[config.mk]
export PLATFORM = sky130hd
export DESIGN_NAME = rs_keysched_seq
export DESIGN_NICKNAME = d
export VERILOG_FILES = /design/src/rtl/rs_keysched_seq.sv
export SDC_FILE = /design/constraint.sdc
export NUM_CORES = 1
export LEC_CHECK = 0
export BUFFER_PORTS_ARGS = -buffer_cell sky130_fd_sc_hd__buf_2
export CORE_MARGIN = 2
export CORE_UTILIZATION = 59
export DETAILED_ROUTE_END_ITERATION = 16
export MAX_ROUTING_LAYER = met4
export PLACE_DENSITY_LB_ADDON = 0.12
export REMOVE_ABC_BUFFERS = 1
export SLEW_MARGIN = 20
export SYNTH_ARGS = -nofsm -noshare
export SYNTH_HDL_FRONTEND = slang
export SYNTH_SLANG_ARGS = --single-unit
[constraint.sdc]
create_clock -name clk -period 5.65 [get_ports clk]
set_clock_uncertainty 0.15 [all_clocks]
set_input_delay 0.565 -clock clk [delete_from_list [all_inputs] [get_ports clk]]
set_output_delay 0.565 -clock clk [all_outputs]
set_load 0.02 [all_outputs]
[src/rtl/rs_keysched_seq.sv]
// Sequential Twofish RS key-schedule engine: 16 steps, 4 shared GF(2^8) multipliers.
// Optional abort input enabled by defining RS_ABORT_EN.
module rs_keysched_seq #(
  parameter logic [8:0] GF_POLY = 9'h14D
) (
  input  logic         clk,
  input  logic         rst,
  input  logic         in_valid,
  output logic         in_ready,
  input  logic [127:0] key,
  output logic         out_valid,
  input  logic         out_ready,
  output logic [31:0]  s0,
  output logic [31:0]  s1,
  output logic         busy
`ifdef RS_ABORT_EN
  ,
  input  logic         abort
`endif
);

  localparam int unsigned CNT_W = 4;

  localparam logic [1:0] ST_IDLE = 2'd0;
  localparam logic [1:0] ST_RUN  = 2'd1;
  localparam logic [1:0] ST_DONE = 2'd2;

  logic [1:0]       state_q, state_d;
  logic [CNT_W-1:0] cnt_q, cnt_d;
  logic [127:0]     key_q, key_d;
  logic [31:0]      acc_q, acc_d;
  logic [31:0]      s0_q, s0_d;
  logic [31:0]      s1_q, s1_d;
  logic [127:0]     key_sh_s;
  logic [7:0]       cur_byte_s;
  logic [31:0]      acc_upd_s;
  logic             abort_s;

`ifdef RS_ABORT_EN
  assign abort_s = abort;
`else
  assign abort_s = 1'b0;
`endif

  function automatic logic [7:0] gf_mul(input logic [7:0] a, input logic [7:0] b);
    logic [7:0] p;
    logic [7:0] x;
    p = 8'h00;
    x = a;
    for (int i = 0; i < 8; i++) begin
      if (b[i]) p = p ^ x;
      else      p = p;
      if (x[7]) x = (x << 1) ^ GF_POLY[7:0];
      else      x = x << 1;
    end
    return p;
  endfunction

  // Row r of the RS matrix, column c selected by shifting the row's bytes to the top.
  function automatic logic [7:0] rs_coef(input logic [1:0] r, input logic [2:0] c);
    logic [63:0] row;
    case (r)
      2'd0:    row = 64'h01A4_5587_5A58_DB9E;
      2'd1:    row = 64'hA456_82F3_1EC6_68E5;
      2'd2:    row = 64'h02A1_FCC1_47AE_3D19;
      2'd3:    row = 64'hA455_875A_58DB_9E03;
      default: row = 64'h0000_0000_0000_0000;
    endcase
    row = row << {c, 3'b000};
    return row[63:56];
  endfunction

  // One matrix column per step: byte m[cnt] times column cnt[2:0] of every row.
  always_comb begin
    key_sh_s   = key_q << {cnt_q, 3'b000};
    cur_byte_s = key_sh_s[127:120];
    acc_upd_s[7:0]   = acc_q[7:0]   ^ gf_mul(rs_coef(2'd0, cnt_q[2:0]), cur_byte_s);
    acc_upd_s[15:8]  = acc_q[15:8]  ^ gf_mul(rs_coef(2'd1, cnt_q[2:0]), cur_byte_s);
    acc_upd_s[23:16] = acc_q[23:16] ^ gf_mul(rs_coef(2'd2, cnt_q[2:0]), cur_byte_s);
    acc_upd_s[31:24] = acc_q[31:24] ^ gf_mul(rs_coef(2'd3, cnt_q[2:0]), cur_byte_s);
  end

  // Next-state logic for the IDLE -> RUN -> DONE sequence.
  always_comb begin
    state_d = state_q;
    cnt_d   = cnt_q;
    key_d   = key_q;
    acc_d   = acc_q;
    s0_d    = s0_q;
    s1_d    = s1_q;
    case (state_q)
      ST_IDLE: begin
        if (in_valid) begin
          key_d   = key;
          acc_d   = 32'h0000_0000;
          cnt_d   = 4'd0;
          state_d = ST_RUN;
        end else begin
          state_d = ST_IDLE;
        end
      end
      ST_RUN: begin
        if (abort_s) begin
          acc_d   = 32'h0000_0000;
          cnt_d   = 4'd0;
          state_d = ST_IDLE;
        end else if (cnt_q == 4'd15) begin
          s0_d    = acc_upd_s;
          acc_d   = 32'h0000_0000;
          cnt_d   = 4'd0;
          state_d = ST_DONE;
        end else if (cnt_q == 4'd7) begin
          // First half complete: publish S1 early, restart accumulation for S0.
          s1_d    = acc_upd_s;
          acc_d   = 32'h0000_0000;
          cnt_d   = cnt_q + 4'd1;
        end else begin
          acc_d   = acc_upd_s;
          cnt_d   = cnt_q + 4'd1;
        end
      end
      ST_DONE: begin
        if (abort_s || out_ready) begin
          acc_d   = 32'h0000_0000;
          state_d = ST_IDLE;
        end else begin
          state_d = ST_DONE;
        end
      end
      default: begin
        acc_d   = 32'h0000_0000;
        cnt_d   = 4'd0;
        state_d = ST_IDLE;
      end
    endcase
  end

  // State registers with synchronous reset.
  always_ff @(posedge clk) begin
    if (rst) begin
      state_q <= ST_IDLE;
      cnt_q   <= 4'd0;
      key_q   <= 128'h0;
      acc_q   <= 32'h0000_0000;
      s0_q    <= 32'h0000_0000;
      s1_q    <= 32'h0000_0000;
    end else begin
      state_q <= state_d;
      cnt_q   <= cnt_d;
      key_q   <= key_d;
      acc_q   <= acc_d;
      s0_q    <= s0_d;
      s1_q    <= s1_d;
    end
  end

  assign in_ready  = (state_q == ST_IDLE);
  assign busy      = (state_q == ST_RUN);
  assign out_valid = (state_q == ST_DONE);
  assign s0        = s0_q;
  assign s1        = s1_q;

endmodule

**Word level (Yosys, flattened, before mapping)**

Index checks and enable logic that the tools add are counted.

- Flip-flop bits (word level): 230
- Bits of input ports: 132
- Output and inout port bits: 67
- Logic and storage cells: 159

- Add/sub/neg operators: 1
- Eq/ne operators: 7
- Shift operators: 5
- Muxes and demuxes: 72
- Bitwise logic cells: 62
- Reductions and logical operators: 6

Operators with widths:

| kind | number |
|---|---|
| two-way mux 8 bit | 32 |
| XOR 8 bit | 32 |
| two-way mux 7 bit | 28 |
| two-way mux 32 bit | 4 |
| << shifter 128 x 7 -> 128 bit | 1 |
| << shifter 64 x 6 -> 64 bit (first input constant) | 2 |
| inverter 4 bit | 28 |
| case mux 32 bit (3 select lines) | 1 |
| << shifter 57 x 6 -> 64 bit (first input constant) | 1 |
| << shifter 58 x 6 -> 64 bit (first input constant) | 1 |
| case mux 4 bit (3 select lines) | 1 |
| two-way mux 4 bit | 2 |
| AND reduction 2 bit | 4 |
| case mux 2 bit (3 select lines) | 1 |
| adder 4 x 1 -> 4 bit (second input constant) | 1 |
| equality test 4 x 3 -> 1 bit (second input constant) | 1 |
| equality test 4 bit (second input constant) | 1 |
| two-way mux 2 bit | 2 |
| inequality test 2 x 1 -> 1 bit (second input constant) | 2 |
| AND reduction 3 bit | 1 |
| equality test 2 x 1 -> 1 bit (second input constant) | 1 |
| equality test 2 bit (second input constant) | 1 |
| logical NOT 2 bit | 1 |
| inequality test 2 bit (second input constant) | 1 |
| 2 further kinds | 3 |

**Logic depth before layout (Yosys ltp)**

Gate-level depths: netlist of run 1.

- Word-level depth: 21
- Mapped depth: 19
- Mapped depth without buffers: 11

**Worst setup path after synthesis of run 1**

OpenSTA, ideal clock, no wires.

- Kind: register -> register
- Start: register cnt_q[1]
- End: register acc_q[14]
- Library setup time: 0.117 ns
- Arrival time: 4.098 ns
- Data required time: 5.383 ns
- Slack: 1.285 ns
- Cell stages (with the launch flop): 19
- Path buffers: 8
- Clock period less this slack: 4.365 ns
- Path through: dfxtp_1 buf_6 buf_12 buf_6 buf_6 buf_6 clkbuf_1 inv_1 ha_1 clkbuf_1 xor2_1 mux2i_1 clkbuf_1 xor3_1 o21ai_0 xnor2_1 a21oi_1 xnor3_1 a22o_1

- Longest elaborated chain between the ends: 21
- Elaborated cells between the ends (all ways): 37
- Those cells by class: eq/ne (2); shift (2); mux (18); bitwise (15)

Ends and longest elaborated chain:

| item | line | text |
|---|---|---|
| start: declaration | 29 | `logic [CNT_W-1:0] cnt_q, cnt_d;` |
| start signal: assignment | 149 | `cnt_q <= cnt_d;` |
| branches (longest 19 deep; another with << shifter 128 x 7 -> 128 bit) | - |  |
| two-way mux 32 bit (*) | 107 | `end else if (cnt_q == 4'd15) begin` |
| case mux 32 bit (3 select lines) (*) | 91 | `case (state_q)` |
| end signal: assignment | 144 | `acc_q <= 32'h0000_0000;` |
| end signal: assignment | 151 | `acc_q <= acc_d;` |
| end: declaration | 31 | `logic [31:0] acc_q, acc_d;` |

Every way passes the cells marked *.
A chain may end at the register's enable or synchronous reset.

**Worst setup path after layout of run 1**

- Start: register cnt_q[1]
- End: register s0_q[8] (netlist: s0[8])

- Longest elaborated chain between the ends: 17
- Elaborated cells between the ends (all ways): 32
- Those cells by class: eq/ne (1); shift (2); mux (15); bitwise (13); reduce/logical (1)

Ends and longest elaborated chain:

| item | line | text |
|---|---|---|
| << shifter 128 x 7 -> 128 bit / << shifter 64 x 6 -> 64 bit (equally long branches) | 75, 69 |  |
| two-way mux 8 bit / two-way mux 7 bit (equally long branches) | 51, 53 |  |
| XOR 8 bit | 51 | `if (b[i]) p = p ^ x;` |
| two-way mux 8 bit | 51 |  |
| XOR 8 bit | 51 |  |
| two-way mux 8 bit | 51 |  |
| XOR 8 bit | 51 |  |
| two-way mux 8 bit | 51 |  |
| XOR 8 bit | 51 |  |
| two-way mux 8 bit | 51 |  |
| XOR 8 bit | 51 |  |
| two-way mux 8 bit | 51 |  |
| XOR 8 bit | 51 |  |
| two-way mux 8 bit | 51 |  |
| XOR 8 bit | 51 |  |
| two-way mux 8 bit | 51 |  |
| XOR 8 bit | 78 | `acc_upd_s[15:8] = acc_q[15:8] ^ gf_mul(rs_coef(2'd1, cnt_q[2:0]), cur_byte_s);` |
| end signal: assignment | 145 | `s0_q <= 32'h0000_0000;` |
| end signal: assignment | 152 | `s0_q <= s0_d;` |
| end: declaration | 32 | `logic [31:0] s0_q, s0_d;` |

Parallel ways exist; a longest one is shown, timed or not.

==> impl_metrics.env, run 1 <==
export IMPL_status="finished, final reports clean"
export IMPL_hold_buffers=0
export IMPL_cts_tree="built"
export IMPL_rsz0062_at_grt="no"
export IMPL_vias=15400
export IMPL_stdcell_area_um2=17400
export IMPL_clock_sinks=230
export IMPL_antennaDiodeCount=0
export IMPL_coreArea_um2=25900
export IMPL_drt_wl_total_mm=53.8
export IMPL_hpwl_mm=37.3
export IMPL_end_kind="flip-flop"
export IMPL_cellPowerDensity_nw_per_um2=283
export IMPL_die_w_um=166
export IMPL_grt_max_degree=108
export IMPL_slew_limit_headroom=0.220
export IMPL_rr_startpoint="cnt_q[1]$_SDFFE_PP0P_"
export IMPL_synthToLayoutAreaGrowth_pct=12.1
export IMPL_row_count=59
export IMPL_synthFlopType="dfxtp_1"
export IMPL_power_leakage_nw=6.86
export IMPL_gp_congestion=1.05
export IMPL_synth_top_area_frac=0.297
export IMPL_grt_antenna_before_repair=0
export IMPL_track_usage=0.391
export IMPL_ys_types=87
export IMPL_start_util=0.598
export IMPL_finalCriticalPeriod_ps=4420
export IMPL_avgSynthCellArea_um2=7.81
export IMPL_hold_end="key_q[51]$_SDFFE_PP0P_"
export IMPL_grt_pass1_wl_mm=83.4
export IMPL_rr_worst_depth=10
export IMPL_synth_area_um2=15500
export IMPL_worstSetupStartpointType="flip-flop"
export IMPL_r2r_end="s0[8]$_SDFFE_PP0P_"
export IMPL_tightest_slew_ps=1170
export IMPL_finalWorstSetupSlack_ps=1230
export IMPL_min_path_cells=3
export IMPL_grt_overflow=0
export IMPL_worstHoldStart="key[51]"
export IMPL_finalSetupViolations=0
export IMPL_ys_seq_area_frac=0.297
export IMPL_clock_path_buffers=3
export IMPL_maxCapViolCount=0
export IMPL_ant_nets=0
export IMPL_place_area_um2=16600
export IMPL_nFillCells=2290
export IMPL_worstSetupPathType="flip-flop to flip-flop"
export IMPL_synth_top_cell_by_area="dfxtp_1"
export IMPL_die_h_um=166
export IMPL_viasPerCell=6.27
export IMPL_cts_resized=0
export IMPL_peakVddDrop_uv=315
export IMPL_dieArea_um2=27600
export IMPL_post_synth_top_count_cell="nand2_1"
export IMPL_firstDrtPassIters=5
export IMPL_num_io_pins=199
export IMPL_ys_top_cells_by_count="nand2_1, a21oi_1, dfxtp_1"
export IMPL_post_cts_buffers=0
export IMPL_finalHoldViolCount=0
export IMPL_pre_cts_ws_ps=1430
export IMPL_synth_edf_count=0
export IMPL_first_global_vias=14800
export IMPL_insertion_delay_ps=570
export IMPL_synth_warning_count=0
export IMPL_htreeDepth=1
export IMPL_synth_seq_cells=230
export IMPL_syn_instance_count=1984
export IMPL_worstPathMaxFanout=57
export IMPL_tritoncts_num_buffers=25
export IMPL_drc=0
export IMPL_first_iter_violations=1589
export IMPL_wire_per_inst_um=21.9
export IMPL_fin_nets=2255
export IMPL_crit_required_ps=5920
export IMPL_final_max_slew_viol_count=0
export IMPL_worstPathArrival_ps=4690
export IMPL_fin_setup_tns_ps=0
export IMPL_finalCritPeriodShare=0.782
export IMPL_regToRegSetupSlack_ps=1230
export IMPL_fmax_mhz=226
export IMPL_drive_above_1_share=0.172
export IMPL_root_buffer="clkbuf_16"
export IMPL_synthArstFlopShare=0
export IMPL_numPortBuffers=198
export IMPL_clk_pin_slew_ps=60
export IMPL_ys_top_cells_by_area="dfxtp_1, nand2_1, a21oi_1, xnor2_1, xnor3_1"
export IMPL_hold_class="primary input to flip-flop"
stage by stage:
| step | power (mW) | hold WS, ps | util | cells |
|---|---|---|---|---|
| after floorplan | 2.86 | 277 | - | 1822 |
| after global placement | 3.34 | 289 | 0.642 | 2417 |
| after detailed placement | 3.36 | 293 | 0.642 | 2417 |
| after CTS | 4.89 | 71.2 | 0.670 | 2460 |
| after global routing | 5.10 | 99.3 | 0.670 | 2460 |
| final | 4.92 | 83.6 | 0.670 | 2460 |
routing by layer:
metal / vias to the layer above / track usage / wire [um]
li1: 7128 / - / -
met1: 7254 / 0.512 / 22400
met2: 836 / 0.593 / 23200
met3: 196 / 0.0748 / 5530
met4: 0 / 0.167 / 2660
met5: - / - / 0
layout make-up:
cell class / instances / area (um^2) / share of cell area
clock inverter: 11 / 80.1 / 0.00461
timing repair buffer: 260 / 1490 / 0.0856
tap: 335 / 419 / 0.0241
sequential: 230 / 4610 / 0.266
inverter: 12 / 45.0 / 0.00259
clock buffer: 32 / 662 / 0.0381
multi-input combinational: 1580 / 10100 / 0.579
layout by cell type (no fill, tap or decap), types with 7 or more instances in the layout:
cell type  Yosys  routed
inv_1          8       8
xor2_1        45      45
nor2b_1       17      17
and2_1        15      14
a22oi_1       15      15
a21oi_1      248     248
nand3_1       37      37
a31oi_1       13      13
a211oi_1      25      25
dfxtp_1      230     227
a22o_1        18      18
xnor3_1       43      43
mux4_2        11      11
nor2_1       166     165
nand2_1      414     413
o21ai_0       67      67
clkbuf_16      0      25
ha_1          14      14
nand2b_1      13      13
buf_2         32     197
o211ai_1      17      17
o22ai_1       20      20
a32oi_1        9       8
mux2_2         9       9
or2_2          7       7
nand3b_1      17      17
xnor2_1      128     128
clkinv_2       0       7
mux2i_1       50      50
nor3_1        40      39
buf_4         12      60
or3_1         10      10
state kept, by name, summed over array words and instances (netlist names):
signal,flops
key_q,128
acc_q,32
s0,32
s1,32
cnt_q,4
state_q,2
report_power, final:
part	leakage [nW]	internal (mW)	total, mW	switching (mW)
Combinational	4.62	0.645	1.61	0.963
Sequential	1.88	1.71	1.78	0.0604
Clock	0.368	0.833	1.54	0.703
cell families after synthesis:
family / after synthesis / synth area share
AOI/OAI and AO/OA: 507 / 0.202
xor gates and xnor gates: 219 / 0.164
adders and majority gates: 14 / 0.0113
buffers and inverters: 174 / 0.0555
DFF: 230 / 0.297
muxes: 71 / 0.0557
and+or+nand+nor: 769 / 0.215
worst max-delay path by stage:
stage,from,to,slack [ps],depth (start not counted)
finish,cnt_q[1]$_SDFFE_PP0P_,s0[8]$_SDFFE_PP0P_,1230,10
global route,cnt_q[1]$_SDFFE_PP0P_,s0[8]$_SDFFE_PP0P_,1100,10
CTS,cnt_q[1]$_SDFFE_PP0P_,s0[8]$_SDFFE_PP0P_,1410,10
detailed placement,cnt_q[1]$_SDFFE_PP0P_,s0[8]$_SDFFE_PP0P_,1430,10
global placement,cnt_q[2]$_SDFFE_PP0P_,acc_q[18]$_SDFFE_PP0P_,1460,10
floorplan,cnt_q[1]$_SDFFE_PP0P_,s0[8]$_SDFFE_PP0P_,-1230,11
critical path, cell delays in order (launching register included):
cell and delay (ps):
dfxtp_4 570, buf_12 350, mux4_2 570, mux2i_1 460, nor2_1 410, nor2_4 530
nor3_1 100, a211o_1 400, or4_1 490, o2111ai_1 90, nor3_1 70
(Power assumes the default switching activity.)
==> inputs of run 2 (changes only) <==
Settings changed: ABC_AREA set to 1, CORE_UTILIZATION 59 to 54.
Clock period 5.65 ns to 3.6 ns, I/O delays scaled along.
==> run 2 against run 1 <==
Total power increased by 84%. First-iteration DRC count rose by 1.4%. Via count up 21%. Global-route usage is 2.0 points lower. Wire length rose by 5.5%. Core utilization shrank 0.15 points. Cell area grew 11%. Worst hold slack got worse by 64 ps. Non-clock buffer count rose by 115. Clock power grew 62%. Final cell count up 39%. Flip-flop and latch count did not move. Critical endpoint is now acc_q[17]$_SDFFE_PP0P_.
==> impl_metrics.env, run 2 <==
export IMPL_syn_instance_count=2756
export IMPL_p_int_mw=5.30
export IMPL_synthArstFlopShare=0
export IMPL_critPathMaxStageDelay_ps=360
export IMPL_pwr_share_comb=0.406
export IMPL_end_kind="flip-flop"
export IMPL_power_frac_clock=0.277
export IMPL_row_count=62
export IMPL_p_switching_mw=3.73
export IMPL_layout_commonest_cell="nand2_1"
export IMPL_worst_path_stages=16
export IMPL_clock_sinks=230
export IMPL_firstDrtPassIters=6
export IMPL_synth_warning_count=0
export IMPL_grt_pass1_wl_mm=89.5
export IMPL_drive_above_1_share=0.110
export IMPL_synth_seq_cells=230
export IMPL_tightest_slew_ps=886
export IMPL_finalCriticalPeriod_ps=3370
export IMPL_cp_common_cell="nand2_1"
export IMPL_synthFlopType="dfxtp_1"
export IMPL_ys_top_cells_by_area="dfxtp_1, nand2_1, nor2_1, nand3_1, o21ai_0"
export IMPL_worstPathArrival_ps=3630
export IMPL_die_w_um=175
export IMPL_slew_limit_headroom=0.409
export IMPL_min_path_cells=3
export IMPL_rsz0062_at_grt="no"
export IMPL_ys_seq_area_frac=0.290
export IMPL_fmax_mhz=297
export IMPL_track_usage=0.371
export IMPL_slowest_stage="buf_4"
export IMPL_largest_reg_flops=128
export IMPL_post_synth_top_count_cell="nand2_1"
export IMPL_peakVddDrop_uv=364
export IMPL_fin_nets=3173
export IMPL_clock_path_buffers=3
export IMPL_die_h_um=175
export IMPL_worstPathMaxFanout=21
export IMPL_drc=0
export IMPL_top_register="key_q"
export IMPL_finalCritPeriodShare=0.936
export IMPL_status="finished, final reports clean"
export IMPL_cts_tree="built"
export IMPL_pre_cts_ws_ps=306
export IMPL_final_max_slew_viol_count=0
export IMPL_path_cells="inv_2 -> buf_4 -> nand2_1 -> nand2_1 -> nand2_1 -> nand3_1 -> nand3_1 -> nand2_1 -> buf_4 -> nor2_1 -> o21ai_1 -> nand2_1 -> xor2_1 -> nand3_1 -> nand3_1 -> a21oi_1"
export IMPL_start_util=0.551
export IMPL_viasPerCell=5.46
export IMPL_hold_class="primary input to flip-flop"
export IMPL_p_seq_frac=0.316
export IMPL_layout_common_cells="nand2_1, nor2_1, inv_1, nand3_1, dfxtp_1"
export IMPL_grt_max_degree=136
export IMPL_gp_congestion=0.964
export IMPL_htreeDepth=1
export IMPL_wire_per_inst_um=16.6
export IMPL_synthToLayoutAreaGrowth_pct=21.4
export IMPL_critPathTopFamily="simple AND/OR/NAND/NOR gates"
export IMPL_root_buffer="clkbuf_16"
export IMPL_first_global_vias=17700
export IMPL_clk_pin_slew_ps=70
export IMPL_worstSetupStartpointType="flip-flop"
export IMPL_dieArea_um2=30800
export IMPL_synth_top_cell_by_area="dfxtp_1"
export IMPL_synth_area_um2=15900
export IMPL_worstSetupPathType="flip-flop to flip-flop"
export IMPL_avgSynthCellArea_um2=5.75
export IMPL_whs_ps=19.9
export IMPL_numPortBuffers=198
export IMPL_coreArea_um2=28800
export IMPL_grt_antenna_before_repair=1
export IMPL_ant_nets=0
export IMPL_first_iter_violations=1612
export IMPL_cellPowerDensity_nw_per_um2=469
export IMPL_tritoncts_num_buffers=25
export IMPL_num_io_pins=199
export IMPL_finalHoldViolCount=0
export IMPL_finalSetupViolations=0
export IMPL_path_buf_inv=3
export IMPL_maxCapViolCount=0
export IMPL_vias=18700
export IMPL_power_leakage_nw=9.68
export IMPL_hpwl_mm=37.1
export IMPL_synth_edf_count=0
export IMPL_synth_top_area_frac=0.290
export IMPL_ys_types=35
export IMPL_ys_top_cells_by_count="nand2_1, nor2_1, inv_1"
export IMPL_insertion_delay_ps=570
export IMPL_finalWorstSetupSlack_ps=232
export IMPL_drt_wl_total_mm=56.8
export IMPL_rr_worst_depth=16
export IMPL_crit_required_ps=3860
export IMPL_grt_overflow=0
export IMPL_p_sw_frac=0.413
-- run 2: stage by stage --
stage | cells | total power [mW] | util | instance area [um^2] | TNS (ps)
final | 3429 | 9.03 | 0.669 | 19300 | 0
after global routing | 3429 | 9.59 | 0.669 | 19300 | 0
after CTS | 3428 | 8.92 | 0.668 | 19200 | 0
after detailed placement | 3261 | 6.34 | 0.599 | 17200 | 0
after global placement | 3261 | 6.25 | 0.599 | 17200 | 0
after floorplan | 2625 | 5.33 | - | 15300 | -201120
-- run 2: cells by family (layout without fill, tap and decap cells) --
family / after synthesis / in the layout / share of synthesized area
adders and majority gates: 14 / 14 / 0.0110
buffers and inverters: 429 / 717 / 0.109
xor gates and xnor gates: 103 / 103 / 0.0574
other: 0 / 1 / 0
DFF: 230 / 230 / 0.290
and+or+nand+nor: 1574 / 1574 / 0.401
AOI/OAI and AO/OA: 406 / 406 / 0.131
-- run 2: layer usage --
layer | global-route usage | wire length, um | vias up
met3 | 0.0745 | 5190 | 211
li1 | - | - | 9141
met5 | - | 0 | -
met1 | 0.441 | 22900 | 8429
met2 | 0.610 | 26100 | 932
met4 | 0.163 | 2650 | 0
-- run 2: tightest hold or removal path, stage by stage --
cell and delay [ps]:
buf_2 80, o21ai_0 130, nor2_1 120
-- run 2: power by group through the flow --
stage                     clock [mW]  sequential (mW)  combinational (mW)
after global routing            2.61             2.87                4.11
after global placement             0             2.89                3.36
after detailed placement           0             2.90                3.44
after CTS                       2.51             2.84                3.56
after floorplan                    0             2.89                2.44
final                           2.50             2.86                3.67
-- run 2: repair_timing --
item	4_1_cts	5_1_grt
gates resized for setup	0	4
endpoints found under the setup margin	0	5
endpoints found under the hold margin	123	0
setup buffers	0	0
hold buffers	123	0
-- run 2: path summary, 6_finish.rpt --
kind,from,end,slack [ps]
worst max register to register,cnt_q[0]$_SDFFE_PP0P_,acc_q[17]$_SDFFE_PP0P_,230
worst min-delay path,key[25],key_q[25]$_SDFFE_PP0P_,20
worst max-delay path,cnt_q[0]$_SDFFE_PP0P_,acc_q[17]$_SDFFE_PP0P_,230
worst min register to register,key_q[65]$_SDFFE_PP0P_,key_q[65]$_SDFFE_PP0P_,300
-- run 2: cell type report --
class,instances,area [um^2]
multi-input cells,2097,9580
inverters,298,1120
clock buffers,36,677
diodes,1,2.50
clock inverters,8,83.8
flip-flops and latches,230,4610
repair buffers,375,2700
well taps,384,480
fillers,2537,9530
